File: src/rtl/gpu_pkg.sv
// Shared definitions for the GPU drawing pipeline: shape codes, widths and
// the rasterizer state encoding.
package gpu_pkg;

    localparam int COORD_W = 8;
    localparam int COLOR_W = 24;
    localparam int CNT_W   = COORD_W + 1;

    localparam logic [3:0] SHAPE_CLEAR = 4'd0;
    localparam logic [3:0] SHAPE_LINE  = 4'd1;
    localparam logic [3:0] SHAPE_RECT  = 4'd2;

    typedef enum logic [2:0] {
        ST_IDLE,
        ST_SETUP,
        ST_CLEAR,
        ST_LINE,
        ST_RECT,
        ST_DONE
    } rast_state_e;

endpackage

File: src/rtl/bresenham_step.sv
// One combinational step of integer Bresenham: current point and error term in,
// next point and error term out, plus a flag for "current point is the endpoint".
module bresenham_step
    import gpu_pkg::*;
(
    input  logic        [CNT_W-1:0] x_i,
    input  logic        [CNT_W-1:0] y_i,
    input  logic signed [9:0]       err_i,
    input  logic signed [9:0]       dx_i,
    input  logic signed [9:0]       dy_i,
    input  logic                    sx_neg_i,
    input  logic                    sy_neg_i,
    input  logic        [CNT_W-1:0] x_end_i,
    input  logic        [CNT_W-1:0] y_end_i,
    output logic        [CNT_W-1:0] x_o,
    output logic        [CNT_W-1:0] y_o,
    output logic signed [9:0]       err_o,
    output logic                    at_end_o
);

    logic signed [10:0] err_w;
    logic signed [10:0] dx_w;
    logic signed [10:0] dy_w;
    logic signed [10:0] e2;
    logic               step_x;
    logic               step_y;

    assign err_w = err_i;
    assign dx_w  = dx_i;
    assign dy_w  = dy_i;
    assign e2    = err_w <<< 1;

    // Both tests use the error term from before this step's updates.
    assign step_x = (e2 >= dy_w);
    assign step_y = (e2 <= dx_w);

    assign err_o = err_i + (step_x ? dy_i : 10'sd0) + (step_y ? dx_i : 10'sd0);
    assign x_o   = step_x ? (sx_neg_i ? x_i - 9'd1 : x_i + 9'd1) : x_i;
    assign y_o   = step_y ? (sy_neg_i ? y_i - 9'd1 : y_i + 9'd1) : y_i;

    assign at_end_o = (x_i == x_end_i) && (y_i == y_end_i);

endmodule

File: src/rtl/shape_rasterizer.sv
// Walks a clear, line or rectangle command and emits one clipped pixel write
// per valid/ready handshake toward the framebuffer writer.
module shape_rasterizer
    import gpu_pkg::*;
#(
    parameter int SCREEN_W = 128,
    parameter int SCREEN_H = 128
) (
    input  logic               clk,
    input  logic               rst,
    input  logic               start,
    input  logic [3:0]         shape_type,
    input  logic [COORD_W-1:0] x0,
    input  logic [COORD_W-1:0] y0,
    input  logic [COORD_W-1:0] x1,
    input  logic [COORD_W-1:0] y1,
    input  logic               fill_enable,
    input  logic [COLOR_W-1:0] color,
    input  logic [COLOR_W-1:0] bg_color,
    output logic               pix_valid,
    input  logic               pix_ready,
    output logic [COORD_W-1:0] pix_x,
    output logic [COORD_W-1:0] pix_y,
    output logic [COLOR_W-1:0] pix_color,
    output logic               busy,
    output logic               done,
    output logic               cmd_err
);

    localparam logic [9:0]       W_LIM = 10'(SCREEN_W);
    localparam logic [9:0]       H_LIM = 10'(SCREEN_H);
    localparam logic [CNT_W-1:0] XLAST = CNT_W'(SCREEN_W - 1);
    localparam logic [CNT_W-1:0] YLAST = CNT_W'(SCREEN_H - 1);

    rast_state_e               state_q;
    logic [3:0]                type_q;
    logic [COORD_W-1:0]        x0_q, y0_q, x1_q, y1_q;
    logic                      fill_q;
    logic [COLOR_W-1:0]        col_q;
    logic [CNT_W-1:0]          cx_q, cy_q;
    logic [CNT_W-1:0]          xmin_q, xmax_q, ymin_q, ymax_q;
    logic signed [9:0]         err_q, dx_q, dy_q;
    logic                      sxn_q, syn_q;
    logic                      vld_q, busy_q, done_q, cerr_q;

    logic signed [9:0]         ddx, ddy, adx, ady;
    logic [COORD_W-1:0]        xlo, xhi, ylo, yhi;
    logic [CNT_W-1:0]          bx, by;
    logic signed [9:0]         berr;
    logic                      bend;
    logic [CNT_W-1:0]          nx_d, ny_d;
    logic                      last_d;
    logic                      emit, adv;

    function automatic logic on_screen(input logic [CNT_W-1:0] x, input logic [CNT_W-1:0] y);
        return ({1'b0, x} < W_LIM) && ({1'b0, y} < H_LIM);
    endfunction

    assign ddx = $signed({2'b00, x1_q}) - $signed({2'b00, x0_q});
    assign ddy = $signed({2'b00, y1_q}) - $signed({2'b00, y0_q});
    assign adx = ddx[9] ? -ddx : ddx;
    assign ady = ddy[9] ? -ddy : ddy;
    assign xlo = (x0_q < x1_q) ? x0_q : x1_q;
    assign xhi = (x0_q < x1_q) ? x1_q : x0_q;
    assign ylo = (y0_q < y1_q) ? y0_q : y1_q;
    assign yhi = (y0_q < y1_q) ? y1_q : y0_q;

    bresenham_step u_step (
        .x_i      (cx_q),
        .y_i      (cy_q),
        .err_i    (err_q),
        .dx_i     (dx_q),
        .dy_i     (dy_q),
        .sx_neg_i (sxn_q),
        .sy_neg_i (syn_q),
        .x_end_i  ({1'b0, x1_q}),
        .y_end_i  ({1'b0, y1_q}),
        .x_o      (bx),
        .y_o      (by),
        .err_o    (berr),
        .at_end_o (bend)
    );

    // Next candidate for whichever shape is being walked.
    always_comb begin
        nx_d   = cx_q;
        ny_d   = cy_q;
        last_d = 1'b0;
        case (state_q)
            ST_CLEAR: begin
                last_d = (cx_q == XLAST) && (cy_q == YLAST);
                if (cx_q == XLAST) begin
                    nx_d = '0;
                    ny_d = cy_q + 9'd1;
                end else begin
                    nx_d = cx_q + 9'd1;
                end
            end
            ST_LINE: begin
                nx_d   = bx;
                ny_d   = by;
                last_d = bend;
            end
            ST_RECT: begin
                last_d = (cx_q == xmax_q) && (cy_q == ymax_q);
                if (cx_q == xmax_q) begin
                    nx_d = xmin_q;
                    ny_d = cy_q + 9'd1;
                end else if (fill_q || (cy_q == ymin_q) || (cy_q == ymax_q)) begin
                    nx_d = cx_q + 9'd1;
                end else begin
                    nx_d = xmax_q;
                end
            end
            default: ;
        endcase
    end

    assign emit = (state_q == ST_CLEAR) || (state_q == ST_LINE) || (state_q == ST_RECT);
    // A clipped candidate (vld_q=0) retires on its own in one cycle.
    assign adv  = emit && (!vld_q || pix_ready);

    always_ff @(posedge clk or posedge rst) begin
        if (rst) begin
            state_q <= ST_IDLE;
            type_q  <= '0;
            x0_q    <= '0;
            y0_q    <= '0;
            x1_q    <= '0;
            y1_q    <= '0;
            fill_q  <= 1'b0;
            col_q   <= '0;
            cx_q    <= '0;
            cy_q    <= '0;
            xmin_q  <= '0;
            xmax_q  <= '0;
            ymin_q  <= '0;
            ymax_q  <= '0;
            err_q   <= '0;
            dx_q    <= '0;
            dy_q    <= '0;
            sxn_q   <= 1'b0;
            syn_q   <= 1'b0;
            vld_q   <= 1'b0;
            busy_q  <= 1'b0;
            done_q  <= 1'b0;
            cerr_q  <= 1'b0;
        end else begin
            done_q <= 1'b0;
            cerr_q <= 1'b0;
            case (state_q)
                ST_IDLE: begin
                    if (start) begin
                        type_q  <= shape_type;
                        x0_q    <= x0;
                        y0_q    <= y0;
                        x1_q    <= x1;
                        y1_q    <= y1;
                        fill_q  <= fill_enable;
                        col_q   <= (shape_type == SHAPE_CLEAR) ? bg_color : color;
                        busy_q  <= 1'b1;
                        state_q <= ST_SETUP;
                    end
                end
                ST_SETUP: begin
                    dx_q   <= adx;
                    dy_q   <= -ady;
                    err_q  <= adx - ady;
                    sxn_q  <= ddx[9];
                    syn_q  <= ddy[9];
                    xmin_q <= {1'b0, xlo};
                    xmax_q <= {1'b0, xhi};
                    ymin_q <= {1'b0, ylo};
                    ymax_q <= {1'b0, yhi};
                    case (type_q)
                        SHAPE_CLEAR: begin
                            cx_q    <= '0;
                            cy_q    <= '0;
                            vld_q   <= 1'b1;
                            state_q <= ST_CLEAR;
                        end
                        SHAPE_LINE: begin
                            cx_q    <= {1'b0, x0_q};
                            cy_q    <= {1'b0, y0_q};
                            vld_q   <= on_screen({1'b0, x0_q}, {1'b0, y0_q});
                            state_q <= ST_LINE;
                        end
                        SHAPE_RECT: begin
                            cx_q    <= {1'b0, xlo};
                            cy_q    <= {1'b0, ylo};
                            vld_q   <= on_screen({1'b0, xlo}, {1'b0, ylo});
                            state_q <= ST_RECT;
                        end
                        default: begin
                            done_q  <= 1'b1;
                            cerr_q  <= 1'b1;
                            state_q <= ST_DONE;
                        end
                    endcase
                end
                ST_CLEAR, ST_LINE, ST_RECT: begin
                    if (adv) begin
                        if (last_d) begin
                            vld_q   <= 1'b0;
                            done_q  <= 1'b1;
                            state_q <= ST_DONE;
                        end else begin
                            cx_q  <= nx_d;
                            cy_q  <= ny_d;
                            vld_q <= on_screen(nx_d, ny_d);
                            if (state_q == ST_LINE) begin
                                err_q <= berr;
                            end
                        end
                    end
                end
                ST_DONE: begin
                    busy_q  <= 1'b0;
                    state_q <= ST_IDLE;
                end
                default: state_q <= ST_IDLE;
            endcase
        end
    end

    assign pix_valid = vld_q;
    assign pix_x     = cx_q[COORD_W-1:0];
    assign pix_y     = cy_q[COORD_W-1:0];
    assign pix_color = col_q;
    assign busy      = busy_q;
    assign done      = done_q;
    assign cmd_err   = cerr_q;

endmodule

File: config.mk
export PLATFORM = sky130hd
export DESIGN_NAME = shape_rasterizer
export DESIGN_NICKNAME = d
export VERILOG_FILES = /design/src/rtl/gpu_pkg.sv /design/src/rtl/bresenham_step.sv /design/src/rtl/shape_rasterizer.sv
export SDC_FILE = /design/constraint.sdc
export NUM_CORES = 1
export LEC_CHECK = 0
export ABC_AREA = 1
export BUFFER_PORTS_ARGS = -buffer_cell sky130_fd_sc_hd__buf_2
export CORE_MARGIN = 4
export CORE_UTILIZATION = 29
export DETAILED_ROUTE_END_ITERATION = 7
export SLEW_MARGIN = 20
export SYNTH_ARGS = -nofsm -noshare
export SYNTH_HDL_FRONTEND = slang
export SYNTH_SLANG_ARGS = --single-unit
File: constraint.sdc
create_clock -name clk -period 7.22 [get_ports clk]
set_clock_uncertainty 0.1 [all_clocks]
set_input_delay 1.444 -clock clk [delete_from_list [all_inputs] [get_ports clk]]
set_output_delay 1.444 -clock clk [all_outputs]
set_load 0.05 [all_outputs]
== Yosys cells after proc, flatten, opt, wreduce, memory -nomap -nowiden ==
Index checks and enable logic that the tools add are counted.

* Register bits: 150
* Latch bits: 0
* RAM bits: 0
* ROM bits: 0
* Bits of input ports: 89
* Output and inout port bits: 44
* Word-level logic and storage cells: 140
* Memories kept: 0

* Add/sub/neg operators: 12
* $mul: 0
* Div/mod/pow operators: 0
* Magnitude comparators: 10
* Equality and inequality tests: 20
* Shift-type cells: 0
* Muxes and demuxes: 49
* Bitwise gates (word level): 0
* Reduce and logical (&&, ||, !) cells: 26

{| class="wikitable"
|+ Operators with widths
! operator !! count
|-
| $mux 9 || 13
|-
| $pmux 9 s3 || 4
|-
| $mux 10 || 7
|-
| $eq 9x8->1 || 5
|-
| $pmux 9 s2 || 2
|-
| $lt 8x8->1 const B || 4
|-
| $mux 8 || 4
|-
| $mux 24 || 1
|-
| $add 10x10->10 || 2
|-
| $neg 9->10 || 2
|-
| $pmux 10 s2 || 1
|-
| $add 9x1->9 const B || 2
|-
| $eq 9x7->1 const B || 2
|-
| $lt 9x8->1 const B || 2
|-
| $pmux 3 s3 || 2
|-
| $sub 8x8->9 || 2
|-
| $sub 9x1->9 const B || 2
|-
| $lt 8x8->1 || 2
|-
| $ge 11x10->1 || 1
|-
| $le 11x10->1 || 1
|-
| $ne 2x2->1 const B || 5
|-
| $neg 10->10 || 1
|-
| $sub 10x10->10 || 1
|-
| $mux 3 || 3
|-
| 19 further kinds || 46
|}

== Logic depth before layout (Yosys ltp) ==
Gate-level depths: netlist of run 1.

* Depth after elaboration: 11
* Mapped depth: 28
* Mapped depth without buffers: 27

== Modules after synthesis ==
From an unflattened synthesis of run 1, not the netlist that was laid out.

* Cell total of the unflattened synthesis: 1684
* Area total of the unflattened synthesis: 12010.3 um2

{| class="wikitable"
|+ By module, submodules not included
! module !! times used !! cells each !! area each (um2) !! sequential area each (um2)
|-
| shape_rasterizer || 1 || 1315 || 9600.5 || 3753.6
|-
| bresenham_step || 1 || 369 || 2409.8 || 0.0
|}

== Least setup slack after synthesis of run 1 ==
OpenSTA, ideal clock, no wires.

* Path type: reg-to-reg
* From: reg err_q[9]
* To: reg err_q[9]
* Setup time: 78 ps
* Arrival time: 3630 ps
* Required time: 7042 ps
* Slack: 3412 ps
* Stages on the path, launching flop included: 25
* Path buffers: 1
* Period minus slack after synthesis: 3808 ps
* Cells stage by stage: dfrtp_1 ha_1 nand2_1 nor2_1 and2_1 nand2_1 nand4_1 nand3_2 buf_2 nand2_1 inv_1 fa_1 ha_1 inv_1 fa_1 nor2_1 o21ai_0 nand2_1 inv_1 o221ai_1 xnor2_1 inv_1 nand2_1 nand3_1 a21boi_1

* Word-level cells in the longest chain between the ends: 8
* Elaborated cells between the ends (all ways): 10
* Those cells by class: 2 x add/sub; 2 x order compare; 6 x mux

{| class="wikitable"
|+ Ends and longest elaborated chain
! what !! line !! source
|-
| start: declaration || shape_rasterizer.sv:42 || <nowiki>logic signed [9:0] err_q, dx_q, dy_q;</nowiki>
|-
| start signal: assignment || shape_rasterizer.sv:168 || <nowiki>err_q <= adx - ady;</nowiki>
|-
| start signal: assignment || shape_rasterizer.sv:212 || <nowiki>err_q <= berr;</nowiki>
|-
| $ge 11x10->1 || bresenham_step.sv:34 || <nowiki>assign step_x = (e2 >= dy_w);</nowiki>
|-
| $mux 10 || bresenham_step.sv:37 || <nowiki>assign err_o = err_i + (step_x ? dy_i : 10'sd0) + (step_y ? dx_i : 10'sd0);</nowiki>
|-
| $add 10x10->10 || bresenham_step.sv:37 ||
|-
| $add 10x10->10 * || bresenham_step.sv:37 ||
|-
| $mux 10 * || shape_rasterizer.sv:211 || <nowiki>if (state_q == ST_LINE) begin</nowiki>
|-
| $mux 10 * || shape_rasterizer.sv:203 || <nowiki>if (last_d) begin</nowiki>
|-
| $mux 10 * || shape_rasterizer.sv:202 || <nowiki>if (adv) begin</nowiki>
|-
| $pmux 10 s2 * || shape_rasterizer.sv:151 || <nowiki>case (state_q)</nowiki>
|}

Every way passes the cells marked *; elsewhere a longest branch is shown, timed or not. The select of a mux whose other input is x is not followed.
A chain may end at the register's enable or synchronous reset.

== Worst setup path in the final report of run 1 ==
Ends and elaborated chain as after synthesis.

==> flow_summary.json, run 1 <==
{
  "outcome": "complete, no violations",
  "postCtsHoldBufs": 0,
  "synth_compound_area_frac": 0.163,
  "ant_nets": 0,
  "drc": 0,
  "drive_gt1_frac": 0.146,
  "cp_max_fo": 15,
  "synth_area_sq_um": 11500,
  "setup_viol": 0,
  "antenna_cells": 0,
  "ctsHtreeMaxLevel": 4,
  "synthMuxAreaShare": 0,
  "yosys.area_share.simple": 0.279,
  "viasPerCell": 4.97,
  "synth_seq_cells": 150,
  "nets": 1898,
  "tritoncts": "built",
  "drt-total-wl_um": 37800,
  "ys_types": 54,
  "worstPathRequired_ps": 7470,
  "syn_inst": 1654,
  "die_h_um": 208,
  "clock_latency_ps": 440,
  "synth_ff_type": "dfrtp_1",
  "fin_crit_ps": 4540,
  "hold_viol_final": 0,
  "gp_congestion": 0.926,
  "maxSlewViolCount": 0,
  "cp-end-kind": "register",
  "area_growth_pct": 13.5,
  "first_pass_iters": 8,
  "max_cap_viol_count": 0,
  "grt_pass1_vias": 10975,
  "clockBufferDepth": 2,
  "post_cts_buffers": 0,
  "syn_nets": 1816,
  "clock.fmax_mhz": 220,
  "post_drt_wl_per_cell_um": 16.7,
  "final.period_utilization": 0.629,
  "grt.total_usage": 0.173,
  "grt_pass1_wl_um": 60800,
  "seq_area_frac_synth": 0.325,
  "overflow": 0,
  "n_fill_cell": 4208,
  "core_sq_um": 39000,
  "die-area_sq_um": 43100,
  "syn_avg_cell_area_sq_um": 6.98,
  "synth_top_family_by_area": "simple AND/OR/NAND/NOR gates",
  "maxSlewHeadroom": 0.255,
  "grt_max_degree": 96,
  "worst_slew_pin_slew_ps": 1120,
  "synth_edf_count": 0,
  "crit_arrival_ps": 4790,
  "pin_count": 133,
  "synth_warnings": 0,
  "synth_xor_area_frac": 0.0386,
  "cts_sinks": 150,
  "row_count": 72,
  "drt_iter0_markers": 1054,
  "vias": 11261,
  "fp.dieW_um": 208,
  "cp-start-kind": "register",
  "final_cell_mix": "nand2_1, o21ai_0, inv_1",
  "clk_pin_slew_worst_paths_ps": 70,
  "hpwl_um": 28600,
  "tns_ps": 0,
  "numCtsBuffers": 17,
  "ys_async_sr_fraction": 1.00,
  "antenna_found_initial": 3,
  "synth-adder-area-share": 0.0875,
  "cts.repair.resized": 0,
  "grt_setup_unrepaired": "false",
  "cts_root_buf": "clkbuf_16",
  "critPathKind": "register to register",
  "numPortBuffers": 132,
  "initial_utilization": 0.296,
  "hp-class": "register to register",
  "final_common_cell": "nand2_1"
}
[worst paths after layout]
kind	start	to	slack, ps	cells after the start
hold reg to reg	type_q[2]	type_q[2]	380	2
setup / recovery	err_q[9]	err_q[9]	2680	23
max in group asynchronous	rst	cx_q[7]	4530	3
setup reg to reg	err_q[9]	err_q[9]	2680	23
hold / removal	type_q[2]	type_q[2]	380	2
min in group asynchronous	rst	pix_color[6]	1010	2
[synthesized netlist by cell type (2+ instances only)]
master,number,area share
a31oi_1,4,0.0022
dfrtp_1,150,0.33
nor3_1,15,0.0065
nor2_2,13,0.0070
a21oi_2,2,0.0015
nand3_1,66,0.029
a21oi_1,59,0.026
nand3_2,7,0.0061
nand3b_1,4,0.0026
buf_2,15,0.0065
o22ai_1,16,0.0087
fa_1,13,0.023
nor2_4,7,0.0068
inv_2,23,0.0075
o211ai_1,16,0.010
o21ai_0,206,0.089
nand2_1,453,0.15
nor2_1,127,0.041
ha_1,60,0.065
nand3_4,2,0.0030
or2_2,4,0.0022
nand2_4,2,0.0020
o21a_1,3,0.0020
xnor2_1,16,0.012
a21o_1,3,0.0020
inv_1,197,0.064
o21ai_1,19,0.0082
nand4_1,23,0.012
clkbuf_1,34,0.011
nand2_2,13,0.0070
buf_4,22,0.014
buf_6,3,0.0029
o21bai_1,2,0.0013
xor2_1,28,0.021
o221ai_1,7,0.0053
and2_1,2,0.0011
[critical path: stages (launching register included)]
cell and delay, ps:
dfrtp_1 430, ha_1 370, nand2_1 80, nor2_1 130, and2_1 160, nand2_1 70
nand4_1 140, nand3_2 360, nand2_1 160, inv_1 70, fa_1 510, ha_1 180
inv_1 70, fa_1 390, nor2_1 210, o21ai_0 130, nand2_1 120, inv_1 60
o221ai_1 210, xnor2_1 170, inv_1 60, nand2_1 60, nand3_1 50, a21boi_1 180
[per-stage QoR]
stage	setup WS [ps]	std cells	instance area (sq um)	hold WS (ps)	utilization
2_1_floorplan	1640	1654	11500	343	-
3_3_place_gp	2900	2235	12500	359	0.321
3_5_place_dp	2770	2235	12500	360	0.321
4_1_cts	2720	2267	13100	379	0.336
5_1_grt	2310	2267	13100	395	0.336
6_report	2680	2267	13100	378	0.336
[logic make-up (layout without fill, tap and decap cells)]
logic type                 Yosys count  count (layout)
xor gates and xnor gates            47              47
DFF                                150             150
buffers and inverters              296             391
adders and majority gates           73              73
AOI/OAI and AO/OA                  345             345
and+or+nand+nor                    743             743
[layer usage]
metal	global-route usage	share of wire	routed length, um
met2	0.272	0.44	16700
met3	0.0354	0.076	2890
met4	0.0417	0.019	721
met1	0.246	0.46	17500
met5	0	0.00074	28
[final cells by class]
class                           instances  area [sq um]  share of cell area
Multi-Input combinational cell       1208          6570               0.501
Sequential cell                       150          3750               0.286
Inverter                              221           840              0.0641
Timing Repair Buffer                  138           706              0.0538
Tap cell                              518           648              0.0495
Clock buffer                           18           429              0.0327
Clock inverter                         14           161              0.0123
[registers in the layout, summed over array words and instances, names as in the netlist]
| register | cells |
|---|---|
| busy | 1 |
| cmd_err | 1 |
| cx_q | 9 |
| cy_q | 9 |
| done | 1 |
| dx_q | 10 |
| dy_q | 10 |
| err_q | 10 |
| fill_q | 1 |
| pix_color | 24 |
| pix_valid | 1 |
| state_q | 3 |
| sxn_q | 1 |
| syn_q | 1 |
| type_q | 4 |
| x0_q | 8 |
| x1_q | 8 |
| xmax_q | 8 |
| xmin_q | 8 |
| y0_q | 8 |
| y1_q | 8 |
| ymax_q | 8 |
| ymin_q | 8 |
Power of run 1 is not shown: default switching activity piles up to over one toggle a cycle in this logic, so the estimate is an artifact.
==> run 2: changes to the inputs <==
Clock period 7.22 ns to 4.05 ns, I/O delays scaled along.
==> run 2 against run 1 <==
  * Worst hold slack got worse by 7.1 ps
  * Via count increased by 1.1%
  * Sequential cell count unchanged
  * Count of clock-buffer cells in the layout up 4
  * Design area grew 4.8%
  * Register-to-register slack got worse by 2500 ps
  * Sequential share of layout area is 1.2 points lower
  * Global-route usage is 0.18 points lower
  * Fmax increased by 16%
  * Largest cell class unchanged
==> flow_summary.json, run 2 (synthesis results as in run 1) <==
{
  "largest_reg_flops": 24,
  "reg2reg_depth": 23,
  "tns_ps": 0,
  "worst_r2r_endpoint": "err_q[9]",
  "ctsHtreeMaxLevel": 4,
  "cts_root_buf": "clkbuf_16",
  "initial_utilization": 0.296,
  "whs_path_depth": 2,
  "post-route-util": 0.352,
  "core_sq_um": 39000,
  "final.period_utilization": 0.965,
  "clock.fmax_mhz": 256,
  "pin_count": 133,
  "clockBufferDepth": 2,
  "die_h_um": 208,
  "fp.dieW_um": 208,
  "grt_max_degree": 151,
  "final_common_cell": "nand2_1",
  "n_fill_cell": 4191,
  "grt_pass1_vias": 10850,
  "setup_viol": 0,
  "dp_cells": 2261,
  "hold_start": "type_q[3]",
  "min_to": "type_q[3]",
  "antenna_found_initial": 1,
  "worst_slew_pin_slew_ps": 888,
  "max_cap_viol_count": 0,
  "hp-class": "register to register",
  "r2r-start": "err_q[8]",
  "final_cell_mix": "nand2_1, o21ai_0, inv_1",
  "layout.area.seq_sq_um": 3760,
  "grt_pass1_wl_um": 60100,
  "clock_latency_ps": 440,
  "cp-start-kind": "register",
  "cp_max_fo": 6,
  "first_pass_iters": 7,
  "clk_pin_slew_worst_paths_ps": 60,
  "crit_start": "err_q[8]",
  "drt-total-wl_um": 38300,
  "worstPathRequired_ps": 4290,
  "ant_nets": 0,
  "post_drt_wl_per_cell_um": 16.6,
  "die-area_sq_um": 43100,
  "outcome": "complete, no violations",
  "cts_sinks": 150,
  "critPathKind": "register to register",
  "drt_iter0_markers": 1121,
  "maxSlewHeadroom": 0.408,
  "layout.cells.non_filler": 2314,
  "overflow": 0,
  "fin_crit_ps": 3910,
  "postCtsHoldBufs": 0,
  "drc": 0,
  "nets": 1944,
  "numPortBuffers": 132,
  "area_growth_pct": 18.9,
  "grt_setup_unrepaired": "true",
  "vias": 11380,
  "maxSlewViolCount": 0,
  "multi_input_area_sq_um": 6830,
  "hpwl_um": 28800,
  "cp-end-kind": "register",
  "row_count": 72,
  "grt.total_usage": 0.172,
  "drive_gt1_frac": 0.203,
  "numCtsBuffers": 17,
  "viasPerCell": 4.92,
  "r2r_slack_ps": 140,
  "crit_arrival_ps": 4150,
  "tritoncts": "built",
  "hold_viol_final": 0,
  "hold_ws_ps": 371,
  "gp_congestion": 0.923
}
==> run 2: area by class of cell <==
class	count	area share
clock inverter	10	0.0106
antenna	1	0.000182
multi-input combinational	1208	0.497
clock buffer	22	0.0323
inverter	221	0.0612
tap	518	0.0472
sequential	150	0.274
timing repair buffer	184	0.0774
==> run 2: worst max-delay path by stage <==
stage,to,cells after the start
global placement,err_q[7],24
finish,err_q[9],23
global route,err_q[7],26
CTS,err_q[9],23
detailed placement,err_q[7],24
floorplan,err_q[9],24
==> run 2: stage by stage <==
step / instance area (sq um) / setup slack [ps]
floorplan: 11600 / 242
global placement: 12700 / 75.3
detailed placement: 12700 / -11.0
CTS: 13400 / 10.3
global route: 13700 / -104
finish: 13700 / 140
==> run 2: worst max-delay path: stages, from the launching register on <==
cell,delay (ps)
dfrtp_2,430
ha_1,310
nand2_2,80
nor2_2,40
and2_4,150
nand2_2,60
nand3_1,90
nand2_2,120
nand3_4,100
buf_4,150
buf_4,120
buf_4,120
buf_4,130
nand2_1,50
inv_1,50
fa_1,460
ha_1,370
nand4_1,110
o221ai_1,220
xnor2_1,180
inv_1,60
nand2_1,70
nand3_1,70
a21boi_1,170
==> run 2: timing repair <==
item                                    CTS  global route
resized for setup                         3            72
endpoints found under the setup margin    3             4
gates cloned                              0             0
setup buffers                             3            17
pin swaps                                 1            32
==> run 2: layer usage <==
| metal | track usage | share of wire |
|---|---|---|
| met4 | 0.0344 | 0.015 |
| met5 | 0 | 0.00031 |
| met1 | 0.241 | 0.46 |
| met3 | 0.0435 | 0.074 |
| met2 | 0.270 | 0.45 |
Power of run 2 is left out for the same reason.
